===== src/rtl/multicycle_ctrl_fsm.sv =====
// Control sequencer for the multi-cycle RV64I datapath.
// Steps each instruction through FETCH, DECODE, EXEC, MEM and WB and drives
// the datapath strobes. The datapath owns the instruction register; this block
// keeps only a copy of opcode/funct3 so its later states know what to do.
module multicycle_ctrl_fsm #(
  parameter int CNT_W = 32
) (
  input  logic             clk,
  input  logic             reset,
  input  logic [6:0]       opcode,
  input  logic [2:0]       funct3,
  input  logic             alu_zero,
  input  logic             imem_ready,
  input  logic             dmem_ready,
  output logic             imem_req,
  output logic             ir_write,
  output logic             dmem_req,
  output logic             dmem_we,
  output logic             alu_src,
  output logic [1:0]       alu_op,
  output logic             mem_to_reg,
  output logic             reg_write,
  output logic             pc_write,
  output logic             pc_src,
  output logic             illegal_instr,
  output logic [CNT_W-1:0] retired_count,
  output logic [2:0]       state_dbg
);

  typedef enum logic [2:0] {
    IDLE   = 3'd0,
    FETCH  = 3'd1,
    DECODE = 3'd2,
    EXEC   = 3'd3,
    MEM    = 3'd4,
    WB     = 3'd5
  } state_t;

  localparam logic [6:0] OP_R      = 7'b0110011;
  localparam logic [6:0] OP_I      = 7'b0010011;
  localparam logic [6:0] OP_LOAD   = 7'b0000011;
  localparam logic [6:0] OP_STORE  = 7'b0100011;
  localparam logic [6:0] OP_BRANCH = 7'b1100011;

  localparam logic [2:0] F3_BEQ = 3'b000;
  localparam logic [2:0] F3_BNE = 3'b001;

  state_t     state_q;
  state_t     state_next;
  logic [6:0] op_q;
  logic [2:0] f3_q;
  logic       retire;

  // Only beq/bne are implemented among the branches; everything else traps.
  function automatic logic is_legal(input logic [6:0] op, input logic [2:0] f3);
    logic ok;
    ok = 1'b0;
    case (op)
      OP_R, OP_I, OP_LOAD, OP_STORE: ok = 1'b1;
      OP_BRANCH:                     ok = (f3 == F3_BEQ) || (f3 == F3_BNE);
      default:                       ok = 1'b0;
    endcase
    return ok;
  endfunction

  // State register; reset is asynchronous so outstanding requests drop at once.
  always_ff @(posedge clk or negedge reset) begin
    if (!reset) begin
      state_q <= IDLE;
    end else begin
      state_q <= state_next;
    end
  end

  // Capture opcode/funct3 in DECODE so EXEC/MEM/WB see a stable instruction class.
  always_ff @(posedge clk or negedge reset) begin
    if (!reset) begin
      op_q <= 7'd0;
      f3_q <= 3'd0;
    end else if (state_q == DECODE) begin
      op_q <= opcode;
      f3_q <= funct3;
    end
  end

  // Retired-instruction counter; wraps silently at the top of its range.
  always_ff @(posedge clk or negedge reset) begin
    if (!reset) begin
      retired_count <= '0;
    end else if (retire) begin
      retired_count <= retired_count + 1'b1;
    end
  end

  // Next-state and strobe decode; every output defaults low so unlisted ones stay 0.
  always_comb begin
    state_next    = IDLE;
    imem_req      = 1'b0;
    ir_write      = 1'b0;
    dmem_req      = 1'b0;
    dmem_we       = 1'b0;
    alu_src       = 1'b0;
    alu_op        = 2'b00;
    mem_to_reg    = 1'b0;
    reg_write     = 1'b0;
    pc_write      = 1'b0;
    pc_src        = 1'b0;
    illegal_instr = 1'b0;
    retire        = 1'b0;

    case (state_q)
      IDLE: begin
        state_next = FETCH;
      end

      FETCH: begin
        imem_req = 1'b1;
        if (imem_ready) begin
          ir_write   = 1'b1;
          state_next = DECODE;
        end else begin
          state_next = FETCH;
        end
      end

      DECODE: begin
        if (is_legal(opcode, funct3)) begin
          state_next = EXEC;
        end else begin
          illegal_instr = 1'b1;
          pc_write      = 1'b1;
          state_next    = FETCH;
        end
      end

      EXEC: begin
        case (op_q)
          OP_R: begin
            alu_op     = 2'b10;
            state_next = WB;
          end
          OP_I: begin
            alu_src    = 1'b1;
            alu_op     = 2'b11;
            state_next = WB;
          end
          OP_LOAD, OP_STORE: begin
            alu_src    = 1'b1;
            alu_op     = 2'b00;
            state_next = MEM;
          end
          OP_BRANCH: begin
            alu_op     = 2'b01;
            pc_write   = 1'b1;
            pc_src     = (f3_q == F3_BNE) ? ~alu_zero : alu_zero;
            retire     = 1'b1;
            state_next = FETCH;
          end
          default: begin
            state_next = IDLE;
          end
        endcase
      end

      MEM: begin
        dmem_req = 1'b1;
        dmem_we  = (op_q == OP_STORE);
        if (dmem_ready) begin
          if (op_q == OP_STORE) begin
            pc_write   = 1'b1;
            retire     = 1'b1;
            state_next = FETCH;
          end else begin
            state_next = WB;
          end
        end else begin
          state_next = MEM;
        end
      end

      WB: begin
        reg_write  = 1'b1;
        mem_to_reg = (op_q == OP_LOAD);
        pc_write   = 1'b1;
        retire     = 1'b1;
        state_next = FETCH;
      end

      default: begin
        state_next = IDLE;
      end
    endcase
  end

  assign state_dbg = state_q;

endmodule

===== config.mk =====
export PLATFORM = sky130hd
export DESIGN_NAME = multicycle_ctrl_fsm
export DESIGN_NICKNAME = d
export VERILOG_FILES = /design/src/rtl/multicycle_ctrl_fsm.sv
export SDC_FILE = /design/constraint.sdc
export NUM_CORES = 1
export LEC_CHECK = 0
export CAP_MARGIN = 25
export CORE_AREA = 2 2 72 74
export DETAILED_ROUTE_END_ITERATION = 8
export DIE_AREA = 0 0 74 76
export HOLD_SLACK_MARGIN = 0.02
export PLACE_DENSITY = 0.78
export SKIP_CTS_REPAIR_TIMING = 1
export SYNTH_ARGS = -nofsm -noshare
export SYNTH_HDL_FRONTEND = slang
export SYNTH_SLANG_ARGS = --single-unit
export TNS_END_PERCENT = 20

===== constraint.sdc =====
create_clock -name clk -period 2.2 [get_ports clk]
set_clock_uncertainty 0.05 [all_clocks]
set_input_delay 0.44 -clock clk [delete_from_list [all_inputs] [get_ports clk]]
set_output_delay 0.44 -clock clk [all_outputs]
set_load 0.1 [all_outputs]

==> parameters.txt <==
Parameter                              Value

Status
  Outcome ... finished with violations
  Violated checks ... setup timing

Global routing
  GRT met2 Usage ... 0.301
  Maximum number of pins on one net before global-route repair ... 46
  Initial antenna violation count ... 0
  GR Overflow Total ... 0
  Global-route wire length before repair ... 8540 microns
  Met3 Usage GRT ... 0.0331
  Met1 track demand over resource in global routing ... 0.265
  Vias in the first global route ... 1805
  Peak-usage layer in the global routing report ... met2
  Total GRT Usage ... 0.192

Detailed routing
  Violation count after the first detailed-route iteration ... 92
  Average wire per standard cell ... 13.9 microns
  Post-detailed-route DRC marker count ... 0
  Via density per instance ... 5.11
  Post-DRT Antenna Nets ... 0
  Count of vias placed by the detailed router ... 1841
  Pre-antenna DRT Iters ... 4
  Final routed wirelength across all metal layers ... 5000 microns

Clock tree
  CTS root buffer ... clkbuf_8
  # clock sinks ... 45
  Clock transition at the register clock pins on the worst setup and hold paths after CTS ... 0.08 ns
  Insertion delay of the later-clocked pin in the worst-skew pair ... 0.29 ns
  TritonCTS clock tree ... yes
  H-tree levels ... 2
  Total clock buffers created by CTS ... 5
  Maximum buffer depth of the clock tree ... 2

STA
  Least setup slack across all paths after layout ... -0.0583 ns
  Final hold viol count ... 0
  Unrepaired setup endpoints after global routing ... yes
  Final Critical Period ... 2.26 ns
  Peak Freq ... 443 MHz
  Worst slew margin relative to its limit ... 0.633
  Setup TNS ... -0.137 ns
  Portion of the clock cycle consumed by the worst path in the final layout ... 1.03
  Count of final max-slew check failures ... 0
  Final count of negative-setup-slack endpoints ... 3
  Post-route worst hold slack ... 0.160 ns
  Slew at the pin closest to its max-slew limit ... 0.550 ns

Synthesis
  Dominant register cell in the synthesized netlist ... dfrtp_1
  Post-synthesis area per instance ... 10.4 sq um
  Number of enable flip-flop cells after synthesis ... 0
  Net Count, Synth ... 230
  Number of instances in the synthesized netlist ... 214
  Proportion of synthesized flip-flops having asynchronous set or reset ... 1.00
  Syn. warnings ... 0
  Sequential cell area fraction in the yosys report ... 0.504
  Area of the mapped netlist ... 2240 sq um
  #FFs+latches synth ... 45
  Distinct cell type count of the synthesized netlist ... 43

Worst hold path
  Worst min-delay path class ... in -> async

Floorplan
  Effective utilization at floorplan ... 0.455
  Die boundary width ... 74 microns
  Placeable core region ... 4910 sq um
  Die Footprint ... 5620 sq um
  Core Rows ... 26
  Io pins ... 62
  Die height ... 76 microns

Pwr
  Power after layout ... 0.00258 W
  P_leak ... 1.55 nW
  PD cells ... 780 nW/um^2
  Peak supply drop ... 0.000581 V

Finish
  # nets final ... 305
  Growth of design area from synthesis to finish ... 48.2%
  Fraction of final layout cells with drive strength greater than 1 ... 0.438
  Commonest cells after routing, fill and taps aside ... 45 x buf_4, 27 x dfrtp_1, 23 x nand2_1
  Ant diodes ... 0
  Most frequent standard cell in the layout excluding fill and tap cells ... buf_4

Setup path
  Highest-delay cell along the critical path ... dfrtp_4
  Top delay family on crit path ... simple AND/OR/NAND/NOR gates
  Data required time at the worst endpoint ... 1.71 ns
  Maximum fanout along the worst path ... 9
  Capturing element type of the critical path ... output pin
  CP Cell Sequence ... and3b_2 > and2_2 > o21ai_4 > nand2b_4 > buf_12
  Number of buffers and inverters on the critical path ... 1
  Largest stage delay, worst path ... 0.55 ns
  Classification of the worst setup path ... reg -> out
  Worst path arrival time ... 1.77 ns
  Critical Path Source Type ... flop

Placed design
  DP HPWL ... 3830 microns
  Worst-case setup slack after placement ... -0.191 ns
  GPL Wtd Cong ... 0.776
  Count of buffers from port buffering ... 61

Run
  Max-cap viol count ... 0
==> registers in the layout (all words and copies together), names as in the netlist <==
name / count
state_dbg: 3
f3_q: 3
retired_count: 32
op_q: 7
==> cell usage after synthesis (all sizes together) (2+ instances only) <==
cell type | number | area [sq um]
a21oi | 5 | 25.0
and2 | 4 | 26.3
and3 | 6 | 38.8
and3b | 2 | 17.5
clkbuf | 2 | 7.51
dfrtp | 45 | 1130
inv | 7 | 26.3
mux2 | 9 | 101
nand2 | 25 | 93.8
nand2b | 2 | 12.5
nand3 | 8 | 40.0
nand4 | 7 | 50.1
nor2 | 16 | 60.1
nor2b | 3 | 18.8
nor3 | 15 | 85.1
nor4 | 3 | 40.0
o21ai | 4 | 23.8
o21bai | 2 | 15.0
or2 | 3 | 21.3
xnor2 | 11 | 96.3
xor2 | 21 | 184
==> cell type report <==
class                   count  area [sq um]
clock buffers               7          96.3
inverters                   7          28.8
well taps                  70          87.6
flip-flops and latches     45          1160
multi-input cells         159          1210
fillers                   366          1600
clock inverters             1          5.00
repair buffers             71           726
==> metal layers <==
layer / vias to the layer above / share of wire
li1: 886 / -
met1: 898 / 0.43
met2: 55 / 0.52
met3: 2 / 0.046
met4: 0 / 0.0068
met5: - / 0
==> where the power goes <==
part | total [W] | switching [W] | internal, W
combinational | 0.000932 | 0.000576 | 0.000356
clock | 0.000551 | 0.000267 | 0.000284
sequential | 0.00110 | 0.000145 | 0.000956
total | 0.00258 | 0.000987 | 0.00160
==> final timing paths <==
check	startpoint	to	slack [ns]	depth (start not counted)
hold / removal	reset	retired_count[25]	0.16	2
max in group asynchronous	reset	state_dbg[1]	1.52	2
setup / recovery	state_dbg[0]	pc_write	-0.06	5
setup reg to reg	retired_count[6]	retired_count[25]	0.17	5
hold reg to reg	retired_count[31]	retired_count[31]	0.43	1
min in group clk	opcode[4]	op_q[4]	0.38	3
==> stage by stage <==
stage	instances	cell area, sq um	utilization
floorplan	214	2400	-
detailed placement	351	3180	0.648
finish	360	3310	0.674
CTS	359	3290	0.669
global placement	351	3180	0.648
global route	360	3310	0.674
==> kinds of logic after synthesis <==
logic type                 after synthesis  synth area share
AOI/OAI and AO/OA                       19            0.0621
xor gates and xnor gates                32             0.125
adders and majority gates                1           0.00560
buffers and inverters                   10            0.0168
DFF                                     45             0.504
muxes                                    9            0.0453
and+or+nand+nor                         98             0.241
No activity file was read; power rests on OpenSTA's default activity.
